`src/rtl/tristate_regfile_pkg.sv`:
```
// Shared definitions for the tri-state register file and its TT wrapper.
// Contents:
//   state_t     - controller state encoding (IDLE=0, WRITE=1, RD_TURN=2, RD_DRIVE=3)
//   DEF_WIDTH   - default data / bus width
//   DEF_DEPTH   - default number of registers
package tristate_regfile_pkg;

  localparam int DEF_WIDTH = 8;
  localparam int DEF_DEPTH = 4;

  typedef enum logic [1:0] {
    IDLE     = 2'd0,
    WRITE    = 2'd1,
    RD_TURN  = 2'd2,
    RD_DRIVE = 2'd3
  } state_t;

endpackage

```
`src/rtl/tristate_regfile_core.sv`:
```
// DEPTH x WIDTH register storage with one write port and two combinational
// read ports.
// Ports:
//   clk, rst_n         - clock, asynchronous active-low reset (clears all regs)
//   we, waddr, wdata   - write port, captured on the rising edge
//   raddr_a / rdata_a  - read port used by the bus datapath
//   raddr_b / rdata_b  - read port used by the mirror output
module regfile_core
  import tristate_regfile_pkg::*;
#(
  parameter int WIDTH  = DEF_WIDTH,
  parameter int DEPTH  = DEF_DEPTH,
  parameter int ADDR_W = $clog2(DEPTH)
) (
  input  logic              clk,
  input  logic              rst_n,
  input  logic              we,
  input  logic [ADDR_W-1:0] waddr,
  input  logic [WIDTH-1:0]  wdata,
  input  logic [ADDR_W-1:0] raddr_a,
  output logic [WIDTH-1:0]  rdata_a,
  input  logic [ADDR_W-1:0] raddr_b,
  output logic [WIDTH-1:0]  rdata_b
);

  logic [WIDTH-1:0] regs [DEPTH];

  // Storage array: cleared on reset, single write port
  always_ff @(posedge clk or negedge rst_n) begin
    if (!rst_n) begin
      for (int i = 0; i < DEPTH; i++) begin
        regs[i] <= {WIDTH{1'b0}};
      end
    end else if (we) begin
      regs[waddr] <= wdata;
    end
  end

  assign rdata_a = regs[raddr_a];
  assign rdata_b = regs[raddr_b];

endmodule

```
`src/rtl/tristate_regfile.sv`:
```
// Addressed register file on a shared bidirectional bus, with optional
// auto-increment bursts and a one-cycle turnaround before the block drives.
// Ports:
//   clk, rst_n   - clock, asynchronous active-low reset
//   sel, r_nw    - transaction strobe; 1 = read (block drives), 0 = write
//   addr         - start address, sampled when a transaction starts
//   bus_in       - bus data into the block
//   bus_out      - registered bus data from the block
//   bus_oe       - registered per-bit output enable (all ones or all zeros)
//   mirror_sel   - register shown on mirror
//   mirror       - combinational view of regs[mirror_sel]
//   busy         - high whenever the controller is not idle
module tristate_regfile
  import tristate_regfile_pkg::*;
#(
  parameter int WIDTH    = DEF_WIDTH,
  parameter int DEPTH    = DEF_DEPTH,
  parameter int ADDR_W   = $clog2(DEPTH),
  parameter int BURST_EN = 1
) (
  input  logic              clk,
  input  logic              rst_n,
  input  logic              sel,
  input  logic              r_nw,
  input  logic [ADDR_W-1:0] addr,
  input  logic [WIDTH-1:0]  bus_in,
  output logic [WIDTH-1:0]  bus_out,
  output logic [WIDTH-1:0]  bus_oe,
  output logic [WIDTH-1:0]  mirror,
  input  logic [ADDR_W-1:0] mirror_sel,
  output logic              busy
);

  localparam logic [ADDR_W-1:0] ADDR_ONE = ADDR_W'(1'b1);
  localparam logic              BURST    = (BURST_EN != 0);

  state_t            state;
  state_t            state_nxt;
  logic [ADDR_W-1:0] ptr;
  logic [ADDR_W-1:0] ptr_nxt;
  logic [ADDR_W-1:0] ptr_inc;
  logic [ADDR_W-1:0] rd_addr;
  logic [ADDR_W-1:0] wr_addr;
  logic [WIDTH-1:0]  rd_data;
  logic [WIDTH-1:0]  bus_out_nxt;
  logic              oe;
  logic              oe_nxt;
  logic              we;

  assign ptr_inc = ptr + ADDR_ONE;
  // A transaction's first beat uses the live address; later beats use ptr.
  assign wr_addr = (state == IDLE) ? addr : ptr;

  regfile_core #(
    .WIDTH  (WIDTH),
    .DEPTH  (DEPTH),
    .ADDR_W (ADDR_W)
  ) u_core (
    .clk     (clk),
    .rst_n   (rst_n),
    .we      (we),
    .waddr   (wr_addr),
    .wdata   (bus_in),
    .raddr_a (rd_addr),
    .rdata_a (rd_data),
    .raddr_b (mirror_sel),
    .rdata_b (mirror)
  );

  // Datapath read address: start address in IDLE, next word while driving a burst
  always_comb begin
    rd_addr = ptr;
    case (state)
      IDLE:     rd_addr = addr;
      RD_DRIVE: rd_addr = BURST ? ptr_inc : ptr;
      default:  rd_addr = ptr;
    endcase
  end

  // Next-state, pointer, bus and write-enable decode
  always_comb begin
    state_nxt   = state;
    ptr_nxt     = ptr;
    bus_out_nxt = bus_out;
    oe_nxt      = oe;
    we          = 1'b0;
    case (state)
      IDLE: begin
        oe_nxt = 1'b0;
        if (sel && !r_nw) begin
          we        = 1'b1;
          ptr_nxt   = BURST ? (addr + ADDR_ONE) : addr;
          state_nxt = WRITE;
        end else if (sel && r_nw) begin
          bus_out_nxt = rd_data;
          ptr_nxt     = addr;
          state_nxt   = RD_TURN;
        end else begin
          state_nxt = IDLE;
        end
      end
      WRITE: begin
        if (sel && !r_nw) begin
          we      = 1'b1;
          ptr_nxt = BURST ? ptr_inc : ptr;
        end else begin
          // Direction change or deselect both end the burst; no write.
          state_nxt = IDLE;
        end
      end
      RD_TURN: begin
        // Bus stays undriven this cycle so the other side can release it.
        if (sel && r_nw) begin
          oe_nxt    = 1'b1;
          state_nxt = RD_DRIVE;
        end else begin
          oe_nxt    = 1'b0;
          state_nxt = IDLE;
        end
      end
      RD_DRIVE: begin
        if (sel && r_nw) begin
          ptr_nxt     = BURST ? ptr_inc : ptr;
          bus_out_nxt = rd_data;
        end else begin
          // Any write attempted here is dropped: we stays low.
          oe_nxt    = 1'b0;
          state_nxt = IDLE;
        end
      end
      default: begin
        oe_nxt    = 1'b0;
        state_nxt = IDLE;
      end
    endcase
  end

  // Controller state, pointer and registered bus outputs
  always_ff @(posedge clk or negedge rst_n) begin
    if (!rst_n) begin
      state   <= IDLE;
      ptr     <= {ADDR_W{1'b0}};
      bus_out <= {WIDTH{1'b0}};
      oe      <= 1'b0;
    end else begin
      state   <= state_nxt;
      ptr     <= ptr_nxt;
      bus_out <= bus_out_nxt;
      oe      <= oe_nxt;
    end
  end

  assign bus_oe = {WIDTH{oe}};
  assign busy   = (state != IDLE);

endmodule

```
`config.mk`:
```
export PLATFORM = sky130hd
export DESIGN_NAME = tristate_regfile
export DESIGN_NICKNAME = d
export VERILOG_FILES = /design/src/rtl/tristate_regfile_pkg.sv /design/src/rtl/tristate_regfile_core.sv /design/src/rtl/tristate_regfile.sv
export SDC_FILE = /design/constraint.sdc
export NUM_CORES = 1
export LEC_CHECK = 0
export ABC_AREA = 1
export ABC_CLOCK_PERIOD_IN_PS = 2740
export BUFFER_PORTS_ARGS = -buffer_cell sky130_fd_sc_hd__buf_2
export CELL_PAD_IN_SITES_DETAIL_PLACEMENT = 0
export CELL_PAD_IN_SITES_GLOBAL_PLACEMENT = 1
export CORE_UTILIZATION = 44
export CTS_CLUSTER_DIAMETER = 30
export DETAILED_ROUTE_END_ITERATION = 8
export GPL_TIMING_DRIVEN = 0
export HOLD_SLACK_MARGIN = 0.05
export PLACE_DENSITY_LB_ADDON = 0.12
export RECOVER_POWER = 50
export SETUP_SLACK_MARGIN = 0.15
export SLEW_MARGIN = 10
export SYNTH_ARGS = -nofsm -noshare
export SYNTH_HDL_FRONTEND = slang
export SYNTH_SLANG_ARGS = --single-unit
```
`constraint.sdc`:
```
create_clock -name clk -period 2.74 [get_ports clk]
set_clock_uncertainty 0.2 [all_clocks]
set_input_delay 0.548 -clock clk [delete_from_list [all_inputs] [get_ports clk]]
set_output_delay 0.548 -clock clk [all_outputs]
set_load 0.05 [all_outputs]
```
==> impl_metrics.env <==
export IMPL_status="completed"
export IMPL_cts_max_path_buffers=2
export IMPL_final_layout_size_suffix_gt1_frac=0.183
export IMPL_crit_buf_inv=4
export IMPL_cpPeakStageDelay_ns=0.27
export IMPL_num_io_pins=41
export IMPL_power_frac_comb=0.524
export IMPL_crit_path_cell_trace="buf_2 > inv_1 > clkbuf_2 > o21ai_0 > a21oi_1 > a21oi_2 > buf_2"
export IMPL_drv_slew=0
export IMPL_cts_root_buf="clkbuf_8"
export IMPL_power_leakage_nw=1.65
export IMPL_p_switching_mw=1.76
export IMPL_yosys_area_top_type_share=0.429
export IMPL_antenna_found_initial=0
export IMPL_rsz0062_at_grt="false"
export IMPL_grt_pass1_wl_um=11400
export IMPL_globalRouteTotalUtil=0.241
export IMPL_globalplace_congestion=0.875
export IMPL_end_kind="primary output"
export IMPL_port_buffers=39
export IMPL_hpwlAfterDp_um=4910
export IMPL_viasPerCell=5.07
export IMPL_setup_violations=0
export IMPL_ys_seq_elements=45
export IMPL_routed_wl_um=6830
export IMPL_yosysWarningCount=0
export IMPL_core_area_um2=5640
export IMPL_synth_common_cells="125 x nand2_1, 45 x dfrtp_1, 42 x inv_1"
export IMPL_die_h_um=79.2
export IMPL_final_hold_viol_count=0
export IMPL_critPathKind="in2out"
export IMPL_place_area_um2=2940
export IMPL_cp_top_family="buffers and inverters"
export IMPL_cp_slowest_cell="buf_2"
export IMPL_cts_setup_buffers=0
export IMPL_seq_area_frac_synth=0.429
export IMPL_seqPwrFrac=0.331
export IMPL_power_share_switching=0.490
export IMPL_yosysTopAreaCell="dfrtp_1"
export IMPL_design_area_um2=3050
export IMPL_fmax_mhz=398
export IMPL_tightest_slew_ns=1.14
export IMPL_peakVddDrop_mv=0.476
export IMPL_final_nets=431
export IMPL_cp_arrival_ns=1.76
export IMPL_clock_power_share=0.145
export IMPL_max_cap_violations=0
export IMPL_cts_sinks=45
export IMPL_n_antenna_cell=0
export IMPL_vias=2440
export IMPL_clock_latency_ns=0.30
export IMPL_grt_max_degree=46
export IMPL_drc=0
export IMPL_syn_avg_cell_area_um2=7.25
export IMPL_first_pass_iters=4
export IMPL_period_needed_ns=2.51
export IMPL_internal_power_mw=1.84
export IMPL_worstPathMaxFanout=10
export IMPL_synthCells=362
export IMPL_synth_area_leaders="dfrtp_1 43%, nand2_1 18%, inv_1 6.0%, a21oi_1 5.5%, nand3_1 5.0%"
export IMPL_die_area_um2=6280
export IMPL_cp_start_kind="input port"
export IMPL_yosysMostFrequentCell="nand2_1"
export IMPL_initial_core_util=0.465
export IMPL_synth_edff_count=0
export IMPL_async_reset_ff_frac=1.00
export IMPL_finalSetupTns_ns=0
export IMPL_wl_per_cell_um=14.2
export IMPL_crit_top_cell="buf_2"
export IMPL_ys_types=24
export IMPL_fin_crit_sh=0.916
export IMPL_chipWidth_um=79.2
export IMPL_cellPowerDensity_nw_per_um2=1180
export IMPL_netlist_area_um2=2620
export IMPL_synthToLayoutAreaGrowth_pct=16.2
export IMPL_grt_pass1_vias=2324
export IMPL_rows=27
export IMPL_overflow=0
export IMPL_htree_levels=2
export IMPL_ant_nets=0
export IMPL_first_iter_violations=130
export IMPL_synthesis_nets=385
export IMPL_required_ns=1.99
export IMPL_relSlewSlack=0.242
export IMPL_cts_buffers=5
export IMPL_cts_tree="yes"
export IMPL_synth_ff_type="dfrtp_1"
export IMPL_clk_pin_slew_ns=0.08
export IMPL_hp_class="in2async"
-- layer usage --
layer	vias up	GRT usage	part of all wire
met5	-	0	0
met4	0	0.102	0.025
met3	14	0.0379	0.050
met2	74	0.388	0.45
met1	1107	0.322	0.47
li1	1245	-	-
-- what timing repair did --
action                                  4_1_cts  5_1_grt
hold endpoints to repair                      0        0
endpoints found under the setup margin        0        8
gates resized for setup                       0        6
hold buffers                                  0        0
-- path summary, 6_finish.rpt --
| path | from | endpoint | slack, ns | depth (start not counted) |
|---|---|---|---|---|
| worst min register to register | bus_out[7]$_DFFE_PN0P_ | bus_out[7]$_DFFE_PN0P_ | 0.29 | 2 |
| max in group asynchronous | rst_n | u_core.regs[23]$_DFFE_PN0P_ | 1.39 | 1 |
| min in group clk | bus_out[7]$_DFFE_PN0P_ | bus_out[7]$_DFFE_PN0P_ | 0.29 | 2 |
| worst max register to register | state[0]$_DFFE_PN0P_ | u_core.regs[31]$_DFFE_PN0P_ | 0.51 | 8 |
| worst min-delay path | rst_n | ptr[0]$_DFFE_PN0P_ | 0.26 | 1 |
| worst max-delay path | mirror_sel[0] | mirror[5] | 0.23 | 7 |
-- per-stage QoR --
| stage | total power [mW] | cells | utilization | worst slack, ns | hold slack, ns |
|---|---|---|---|---|---|
| final | 3.60 | 481 | 0.540 | 0.230 | 0.260 |
| after floorplan | 2.62 | 362 | - | 0.319 | 0.0524 |
| after CTS | 3.62 | 481 | 0.542 | 0.151 | 0.250 |
| after detailed placement | 3.10 | 473 | 0.521 | 0.155 | 0.260 |
| after global placement | 3.07 | 473 | 0.521 | 0.167 | 0.258 |
| after global routing | 3.92 | 481 | 0.540 | 0.193 | 0.299 |
-- cells in the final DEF, fill, tap and decap left out --
master     Yosys  routed
nor2_1        11      11
a21oi_2        1       9
nand2_1      125     125
nand3_1       26      26
bufinv_16      0       1
buf_6          1       1
clkbuf_1       3      10
xnor2_1        1       1
o21ai_0       16      16
nor3_1         1       1
nand3_2        3       3
inv_2          1       1
nand2_4        1       1
o21ai_2        1       1
o21ai_1       26      26
buf_2          5      34
clkbuf_8       0       6
a21oi_1       29      21
clkbuf_2       0       4
dfrtp_1       45      45
ha_1           7       7
nand2_2        3       3
a211oi_1       1       1
buf_4         10      10
inv_1         42      42
a21oi_4        1       1
a22oi_1        2       2
-- power by group through the flow --
stage / Clock, mW / Combinational (mW) / Sequential, mW
2_1_floorplan: 0 / 1.31 / 1.30
3_3_place_gp: 0 / 1.87 / 1.19
3_5_place_dp: 0 / 1.90 / 1.20
4_1_cts: 0.533 / 1.90 / 1.19
5_1_grt: 0.558 / 2.13 / 1.23
6_report: 0.521 / 1.88 / 1.19
-- cell families after synthesis --
group                      after synthesis  synth area share
AOI/OAI and AO/OA                       77             0.157
xor gates and xnor gates                 1           0.00334
adders and majority gates                7            0.0334
buffers and inverters                   62             0.108
DFF                                     45             0.429
and+or+nand+nor                        170             0.269
-- final cells by class --
type | count | area [um2]
tap | 72 | 90.1
clock inverter | 1 | 30.0
fill | 557 | 2590
timing repair buffer | 39 | 184
buffer | 19 | 126
inverter | 43 | 161
clock buffer | 7 | 86.3
multi-input combinational | 255 | 1240
sequential | 45 | 1130
-- flip-flops by register name (all words and copies together), names as in the netlist --
name / cells
bus_out: 8
oe: 1
ptr: 2
state: 2
u_core.regs: 32
Power figures use the tool's default switching activity.
